`config.mk`:
```
export PLATFORM = sky130hd
export DESIGN_NAME = fetch_sequencer
export DESIGN_NICKNAME = d
export VERILOG_FILES = /design/src/rtl/fetch_seq_pkg.sv /design/src/rtl/fetch_tick_gen.sv /design/src/rtl/fetch_sequencer.sv
export SDC_FILE = /design/constraint.sdc
export NUM_CORES = 1
export LEC_CHECK = 0
export BUFFER_PORTS_ARGS = -buffer_cell sky130_fd_sc_hd__buf_4
export CAP_MARGIN = 15
export CORE_AREA = 2 2 107 109
export CTS_CLUSTER_DIAMETER = 50
export CTS_CLUSTER_SIZE = 16
export DETAILED_ROUTE_END_ITERATION = 8
export DIE_AREA = 0 0 109 111
export GPL_ROUTABILITY_DRIVEN = 1
export PLACE_DENSITY = 0.82
export SYNTH_ARGS = -nofsm -noshare
export SYNTH_HDL_FRONTEND = slang
export SYNTH_SLANG_ARGS = --single-unit
```
`constraint.sdc`:
```
create_clock -name Clk -period 3.4 [get_ports Clk]
set_clock_uncertainty 0.2 [all_clocks]
set_input_delay 0.17 -clock Clk [delete_from_list [all_inputs] [get_ports Clk]]
set_output_delay 0.17 -clock Clk [all_outputs]
set_load 0.02 [all_outputs]
```
`src/rtl/fetch_seq_pkg.sv`:
```
// rtl/fetch_seq_pkg.sv - shared state encoding and default widths for the fetch sequencer
// Purpose: FSM state encoding (visible on the State debug port) and default widths.
package fetch_seq_pkg;

  localparam int unsigned DEF_ADDR_W = 32;
  localparam int unsigned DEF_CNT_W  = 16;

  typedef enum logic [2:0] {
    ST_CLEAR   = 3'd0,
    ST_HALT    = 3'd1,
    ST_RUN     = 3'd2,
    ST_ISSUE   = 3'd3,
    ST_CAPTURE = 3'd4
  } state_e;

endpackage

```
`src/rtl/fetch_tick_gen.sv`:
```
// rtl/fetch_tick_gen.sv - terminal-count rate tick for free-run fetching
// Purpose: counts enabled cycles 0..TICK_DIV-1 and flags the last one.
// Ports:
//   clk, rst_n  clock, asynchronous active-low reset
//   clr         hold the count at zero
//   en          advance the count this cycle
//   tc          high while enabled on the final count; the count wraps to 0
module fetch_tick_gen #(
  parameter int unsigned TICK_DIV = 4
) (
  input  logic clk,
  input  logic rst_n,
  input  logic clr,
  input  logic en,
  output logic tc
);

  localparam int unsigned W = (TICK_DIV > 1) ? $clog2(TICK_DIV) : 1;
  localparam logic [W-1:0] LAST = W'(TICK_DIV - 1);

  logic [W-1:0] cnt_q;

  assign tc = en && (cnt_q == LAST);

  always_ff @(posedge clk or negedge rst_n) begin
    if (!rst_n) begin
      cnt_q <= '0;
    end else if (clr || tc) begin
      cnt_q <= '0;
    end else if (en) begin
      cnt_q <= cnt_q + W'(1);
    end
  end

endmodule

```
`src/rtl/fetch_sequencer.sv`:
```
// rtl/fetch_sequencer.sv - run/step/halt controller issuing fetch enables and capturing PC/instruction
// Purpose: drives single-cycle FetchEn/FetchRst to the fetch unit, captures each fetched
//   PC/instruction pair for display and counts completed fetches (saturating).
// Optional feature: define BREAKPOINT_EN to add Bkpt/BkptHit and the PC breakpoint compare.
// Ports:
//   Clk, Reset                  clock, asynchronous active-low reset
//   Run, Halt                   levels: free-run request, stop (highest priority)
//   Step, Clear                 one-cycle pulses, honoured only in HALT
//   PCResult, Instruction       current PC and its instruction from the fetch unit
//   FetchEn, FetchRst           one-cycle strobes to the fetch unit PC register
//   DispPC, DispInstr, DispValid  last captured pair and its one-cycle update strobe
//   InstrCount                  fetches since reset/Clear, saturating
//   State                       current FSM state
//   Bkpt, BkptHit               (BREAKPOINT_EN) breakpoint PC and sticky hit flag
module fetch_sequencer
  import fetch_seq_pkg::*;
#(
  parameter int unsigned ADDR_W   = DEF_ADDR_W,
  parameter int unsigned TICK_DIV = 50000000,
  parameter int unsigned CNT_W    = DEF_CNT_W
) (
  input  logic              Clk,
  input  logic              Reset,
  input  logic              Run,
  input  logic              Step,
  input  logic              Halt,
  input  logic              Clear,
  input  logic [ADDR_W-1:0] PCResult,
  input  logic [ADDR_W-1:0] Instruction,
`ifdef BREAKPOINT_EN
  input  logic [ADDR_W-1:0] Bkpt,
  output logic              BkptHit,
`endif
  output logic              FetchEn,
  output logic              FetchRst,
  output logic [ADDR_W-1:0] DispPC,
  output logic [ADDR_W-1:0] DispInstr,
  output logic              DispValid,
  output logic [CNT_W-1:0]  InstrCount,
  output logic [2:0]        State
);

  state_e              state_q, state_d;
  logic                fetch_en_q, fetch_rst_q, disp_valid_q;
  logic [ADDR_W-1:0]   disp_pc_q, disp_instr_q;
  logic [CNT_W-1:0]    count_q;
  logic                tick_tc;
  logic                run_ok;
  logic                bkpt_stop;

  // Counter is parked at zero outside RUN, so every RUN entry starts a fresh interval.
  fetch_tick_gen #(.TICK_DIV(TICK_DIV)) u_tick (
    .clk   (Clk),
    .rst_n (Reset),
    .clr   (state_q != ST_RUN),
    .en    (state_q == ST_RUN),
    .tc    (tick_tc)
  );

`ifdef BREAKPOINT_EN
  logic bkpt_hit_q, bkpt_wait_q;
  // After a breakpoint stop, Run must be seen low before HALT will re-enter RUN.
  assign bkpt_stop = Run && (PCResult == Bkpt);
  assign run_ok    = Run && !bkpt_wait_q;
  assign BkptHit   = bkpt_hit_q;
`else
  assign bkpt_stop = 1'b0;
  assign run_ok    = Run;
`endif

  always_comb begin
    state_d = state_q;
    unique case (state_q)
      ST_CLEAR: state_d = ST_HALT;
      ST_HALT: begin
        if (!Halt) begin
          if (Clear)       state_d = ST_CLEAR;
          else if (run_ok) state_d = ST_RUN;
          else if (Step)   state_d = ST_ISSUE;
        end
      end
      ST_RUN: begin
        if (Halt || !Run) state_d = ST_HALT;
        else if (tick_tc) state_d = ST_ISSUE;
      end
      ST_ISSUE: state_d = ST_CAPTURE;
      ST_CAPTURE: begin
        // Halt/Run are only looked at here, so an issued fetch always gets captured.
        if (Halt || !Run || bkpt_stop) state_d = ST_HALT;
        else                           state_d = ST_RUN;
      end
      default: state_d = ST_CLEAR;
    endcase
  end

  always_ff @(posedge Clk or negedge Reset) begin
    if (!Reset) begin
      state_q      <= ST_CLEAR;
      fetch_en_q   <= 1'b0;
      fetch_rst_q  <= 1'b0;
      disp_valid_q <= 1'b0;
      disp_pc_q    <= '0;
      disp_instr_q <= '0;
      count_q      <= '0;
`ifdef BREAKPOINT_EN
      bkpt_hit_q   <= 1'b0;
      bkpt_wait_q  <= 1'b0;
`endif
    end else begin
      state_q      <= state_d;
      // FetchEn is decoded from the next state so it coincides with the ISSUE cycle.
      fetch_en_q   <= (state_d == ST_ISSUE);
      // FetchRst follows the CLEAR cycle, which also yields a pulse after reset release.
      fetch_rst_q  <= (state_q == ST_CLEAR);
      disp_valid_q <= (state_q == ST_CAPTURE);
      if (state_q == ST_CAPTURE) begin
        disp_pc_q    <= PCResult;
        disp_instr_q <= Instruction;
      end
      if (state_q == ST_CLEAR) begin
        count_q <= '0;
      end else if (state_q == ST_CAPTURE && count_q != '1) begin
        count_q <= count_q + CNT_W'(1);
      end
`ifdef BREAKPOINT_EN
      if (state_q == ST_CAPTURE && bkpt_stop) begin
        bkpt_hit_q  <= 1'b1;
        bkpt_wait_q <= 1'b1;
      end else begin
        if (state_q == ST_HALT && state_d != ST_HALT) bkpt_hit_q <= 1'b0;
        if (!Run) bkpt_wait_q <= 1'b0;
      end
`endif
    end
  end

  assign FetchEn    = fetch_en_q;
  assign FetchRst   = fetch_rst_q;
  assign DispPC     = disp_pc_q;
  assign DispInstr  = disp_instr_q;
  assign DispValid  = disp_valid_q;
  assign InstrCount = count_q;
  assign State      = state_q;

endmodule

```
Word level (Yosys, flattened, before mapping):

Index checks and enable logic that the tools add are counted.

* memories: 0
* bits in latches: 0
* register bits: 112
* ROM bits: 0
* logic and storage cells: 38
* bits in writable memories: 0

* multiply operators: 0
* mux-type cells: 12
* eq/ne operators: 8
* bitwise operators: 0
* shift-type cells: 0
* reduce and logical (&&, ||, !) cells: 8
* add/sub/neg operators: 2
* divide/modulo/power cells: 0
* order comparisons: 0

Operator list (count)
* $mux 26: 2
* $mux 16: 2
* $add 26x1->26 const B: 1
* $eq 26x26->1 const B: 1
* $mux 3: 6
* $add 16x1->16 const B: 1
* $ne 16x16->1 const B: 1
* $pmux 3 s5: 1
* $eq 3x2->1 const B: 3
* $reduce_bool 2->1: 2
* $eq 3x1->1 const B: 1
* $eq 3x3->1 const B: 1
* $logic_not 3->1: 1
* $ne 3x2->1 const B: 1
* $logic_and 1x1->1: 2
* $logic_or 1x1->1: 2
* $mux 2: 1
* $logic_not 1->1: 1

Depth between registers and ports, before layout:

* depth after elaboration: 6
* depth in mapped cells: 8

Hierarchy:

A second synthesis with hierarchy kept.

* cell total of the unflattened synthesis: 534
* area total of the unflattened synthesis: 4921.0 um^2

By module, submodules not included
* fetch_sequencer: instances 1, cells each 385, area an instance 3504.6 um^2
* fetch_tick_gen: instances 1, cells each 149, area an instance 1416.4 um^2

Least setup slack after synthesis:

No wires, ideal clock.

* kind: reg-to-reg
* start point: register state_q[0] (netlist: State[0])
* end point: register count_q[9] (netlist: InstrCount[9])
* clock period less this slack: 2.484 ns
* arrival: 2.204 ns
* slack: 0.916 ns
* cell stages (with the launch flop): 8
* setup time: 0.079 ns
* data required time: 3.121 ns
* cells stage by stage: dfrtp_1 -> buf_2 -> or3b_1 -> buf_2 -> or4_1 -> buf_2 -> or3_1 -> a21oi_1

* cells in the longest elaborated chain, start to end: 3
* elaborated cells on any way between the ends: 5
* those cells by class: eq/ne: 1; mux: 1; reduce/logical: 3

RTL lines
* start: declaration: line fetch_sequencer.sv:43 `state_e state_q, state_d;`
* start signal: assignment: line fetch_sequencer.sv:110 `state_q <= state_d;`
* $eq 3x3->1: line fetch_sequencer.sv:122 `end else if (state_q == ST_CAPTURE && count_q != '1) begin`
* $logic_and 1x1->1: line fetch_sequencer.sv:122
* $reduce_bool 2->1 (no line)
* end signal: assignment: line fetch_sequencer.sv:123 `count_q <= count_q + CNT_W'(1);`
* end: declaration: line fetch_sequencer.sv:46 `logic [CNT_W-1:0] count_q;`

Parallel ways exist; a longest one is shown, timed or not.
A chain may end at the register's enable or synchronous reset.

Final worst setup path:

* start point: register u_tick.cnt_q[0]
* end point: register fetch_en_q (netlist: FetchEn)

* cells in the longest elaborated chain, start to end: 6

RTL lines
* start: declaration: line fetch_tick_gen.sv:21 `logic [W-1:0] cnt_q;`
* start signal: assignment: line fetch_tick_gen.sv:31 `cnt_q <= cnt_q + W'(1);`
* $eq 26x26->1: line fetch_tick_gen.sv:23 `assign tc = en && (cnt_q == LAST);`
* $logic_and 1x1->1: line fetch_tick_gen.sv:23
* $mux 3: line fetch_sequencer.sv:84 `else if (tick_tc) state_d = ST_ISSUE;`
* $mux 3: line fetch_sequencer.sv:83 `if (Halt || !Run) state_d = ST_HALT;`
* $pmux 3 s5: line fetch_sequencer.sv:73 `unique case (state_q)`
* $eq 3x2->1: line fetch_sequencer.sv:112 `fetch_en_q <= (state_d == ST_ISSUE);`
* end signal: assignment: line fetch_sequencer.sv:112
* end: declaration: line fetch_sequencer.sv:44 `logic fetch_en_q, fetch_rst_q, disp_valid_q;`

No other way between the ends.

==> impl_metrics.py <==
metrics = {
    "synth": {
        "postSynth.asyncResetShare_pct": 100,
        "yosys_register_bits": 112,
        "synth_edf_count": 0,
        "synth_warnings": 0,
        "synth_flop_cell": "dfrtp_1",
        "syn-cell-area_um2": 4900,
        "yosysMostFrequentCell": "nand2_1",
        "synth_top_cell_area_share_pct": 57.2,
        "postSynthNetCount": 610,
        "synth_area_per_cell_um2": 9.10,
        "synthCells": 538,
        "post_synth_num_cell_types": 44,
        "leading_area_contributor_after_synthesis": "dfrtp_1",
        "top_cells_by_area_synth": "dfrtp_1 (57%), nand2_1 (17%), a21oi_1 (1.8%), o31ai_1 (1.8%), or4_1 (1.8%)",
        "synth-seq-area-share_pct": 57.2,
        "synth_top_cells_by_count": "nand2_1 (216), dfrtp_1 (112), nor2_1 (19)",
    },
    "global_route": {
        "grt_pass1_wl_mm": 22.2,
        "maximum_number_of_pins_on_one_net_before_global_route_repair": 66,
        "number_of_global_route_vias_before_repair": 4775,
        "gr-total-overflow": 0,
        "number_of_antenna_violations_at_the_first_check_in_global_routing": 0,
        "grtUsageTotal_pct": 23.2,
    },
    "clock_network": {
        "cts_tree": "built",
        "cts-htree-levels": 3,
        "cts_inserted_buffers": 9,
        "worst_skew_pair.late_latency_ps": 340,
        "cts-root-to-sink-buffers": 2,
        "worst_setup_hold_path_clk_slew_ps": 70,
        "cts_sinks": 112,
        "post-cts-setup-buffers": 0,
        "clk_root_buffer_cell": "clkbuf_16",
    },
    "timing": {
        "rsz0062_at_grt": "no",
        "period_minus_slack_ps": 3070,
        "finalSetupTns_ps": 0,
        "timing.slew.headroom_pct": 53.8,
        "timing.final.hold_violations": 0,
        "fmax_mhz": 325,
        "final-setup-viol-count": 0,
        "measured_slew_at_the_worst_slew_check_pin_ps": 693,
        "final_min_period_over_clock_period_pct": 90.4,
        "drv_slew": 0,
    },
    "drt": {
        "finalWirelength_mm": 13.5,
        "post-route-drc-count": 0,
        "drt_iter0_drc": 296,
        "detailedRoute.firstPassIterationCount": 4,
        "detail-route-antenna-nets": 0,
        "wl_per_cell_um": 15.0,
        "drt-vias-per-instance": 5.27,
        "num_vias": 4751,
    },
    "setup_path": {
        "critical_path.max_fanout": 5,
        "startpoint_type": "flop",
        "crit_path_cell_trace": "ha_1, nand4_1, or4_4, or4_4, a221oi_2, dlygate4sd3_1",
        "crit_top_cell": "or4_4",
        "critical_path.n_buffers_inverters": 1,
        "cp_num_cells": 6,
        "required_ps": 3480,
        "cp-end-kind": "flop",
        "r2r-start": "u_tick.cnt_q[0]",
        "crit-reg2reg-capture": "FetchEn",
        "path_class": "reg2reg",
        "crit_path_max_incr_delay_ps": 590,
        "cpMaxStageDelayCell": "or4_4",
        "worst-r2r-cell-count": 6,
        "reg2reg_slack_ps": 330,
        "cp.arrival_ps": 3150,
        "cp_delay_by_family_top": "simple AND/OR/NAND/NOR gates",
    },
    "floorplanning": {
        "core.rowCount": 39,
        "floorplan.initialDensity_pct": 44.2,
        "die_width_um": 109,
        "core_area_um2": 11100,
        "die_h_um": 111,
        "floorplan.io_pins": 156,
        "floorplan.die_area_um2": 12100,
    },
    "place": {
        "portBuffers": 155,
        "place.gp.congestion": 0.819,
        "detailedPlacementHpwl_mm": 8.59,
        "dpl_cell_area_um2": 6200,
    },
    "cells_and_area": {
        "synthToLayoutAreaGrowth_pct": 47.2,
        "final_net_count": 826,
        "antenna_cells": 0,
        "post_route_cells_drive_above_1_share_pct": 24.2,
        "fillerInstances": 838,
        "post-route-cell-area_um2": 7210,
    },
    "hold_path": {
        "min-delay-path-class": "in2reg",
        "hold_start": "Clear",
        "whs_path_depth": 4,
        "hold-path-endpoint": "State[0]",
    },
    "power": {
        "ir_worst_vdd_mv": 0.508,
        "report.power.total_mw": 5.13,
        "p_leak_nw": 3.42,
        "pwr_per_cell_area_nw_per_um2": 712,
    },
    "run_status": {
        "outcome": "completed",
    },
    "job": {
        "count_of_maximum_capacitance_violations": 0,
    },
}
## through the flow
stage | setup slack (ps) | util, % | std cells | hold WS, ps
after global routing | 146 | 65.1 | 902 | 60.6
final | 325 | 65.1 | 902 | 52.1
after CTS | 183 | 65.0 | 902 | 41.8
after global placement | 845 | 56.0 | 817 | 53.0
after detailed placement | 748 | 56.0 | 817 | 60.6
after floorplan | 916 | - | 538 | -326
## layout by cell type, fill, tap and decap left out, types with 2 or more instances in the layout
cell type | Yosys | routed
nand2_1 | 216 | 216
buf_4 | 0 | 157
dfrtp_1 | 112 | 112
dlygate4sd3_1 | 0 | 69
nor2_1 | 19 | 19
a21oi_1 | 18 | 18
o21ai_0 | 13 | 13
o31ai_1 | 12 | 12
nand3_1 | 12 | 12
nand4_1 | 12 | 12
or4_1 | 12 | 12
nor3_1 | 12 | 12
inv_1 | 11 | 10
xnor2_1 | 9 | 9
clkbuf_16 | 0 | 9
or3_1 | 7 | 7
nor4_1 | 6 | 6
mux2i_1 | 4 | 4
xor2_1 | 4 | 4
o211ai_1 | 3 | 3
or4_4 | 3 | 3
and3_1 | 3 | 3
and4_1 | 3 | 3
and2_1 | 2 | 2
ha_1 | 2 | 2
inv_6 | 0 | 2
buf_12 | 0 | 2
## layout make-up
cell class | count | area, µm² | area share [%]
clock buffer | 11 | 243 | 3.37
timing repair buffer | 229 | 1920 | 26.7
clock inverter | 5 | 63.8 | 0.886
multi-input combinational | 390 | 1950 | 27.1
inverter | 12 | 45.0 | 0.625
sequential | 112 | 2800 | 38.9
tap | 143 | 179 | 2.48
## worst register-to-register path: stages (launching register included)
cell	delay [ps]
dfrtp_1	410
ha_1	240
nand4_1	200
or4_4	590
or4_4	540
a221oi_2	270
dlygate4sd3_1	570
## power breakdown
part           switching, mW  leakage (nW)  internal, mW
combinational           1.18          1.85         0.839
clock                  0.476         0.147         0.599
sequential             0.281          1.42          1.76
total                   1.94          3.42          3.19
## flip-flops by register name, summed over array words and instances, names as in the netlist
signal / cells
DispInstr: 32
DispPC: 32
u_tick.cnt_q: 26
InstrCount: 16
State: 3
DispValid: 1
FetchEn: 1
FetchRst: 1
## logic make-up (layout without fill, tap and decap cells)
group | count (synthesis) | count (layout) | synth area share, %
compound gates | 55 | 55 | 7.41
mux | 4 | 4 | 0.818
buf+inv | 36 | 257 | 2.89
fa+ha+maj | 2 | 2 | 0.511
simple gates | 316 | 316 | 28.8
flops | 112 | 112 | 57.2
xor+xnor | 13 | 13 | 2.33
## how the worst max path moves through the flow
| stage | endpoint | from | slack [ps] |
|---|---|---|---|
| after floorplan | InstrCount[9] | State[0] | 920 |
| after global placement | InstrCount[9] | State[1] | 840 |
| after detailed placement | State[1] | State[0] | 750 |
| after CTS | State[1] | State[0] | 180 |
| after global routing | State[1] | State[0] | 150 |
| final | FetchEn | u_tick.cnt_q[0] | 330 |
## what timing repair did
item / 4_1_cts / 5_1_grt
setup endpoints to repair: 0 / 2
hold buffers: 69 / 0
gates resized for setup: 0 / 1
hold endpoints to repair: 120 / 0
## metal layers
| layer | GRT usage (%) | share of wire (%) | vias to the layer above |
|---|---|---|---|
| met5 | 0 | 0 | - |
| met4 | 9.32 | 2.8 | 0 |
| met3 | 4.47 | 5.1 | 32 |
| met2 | 41.0 | 53 | 152 |
| met1 | 27.2 | 39 | 2328 |
| li1 | - | - | 2239 |
Note: power is estimated with default switching activity, not from simulation.
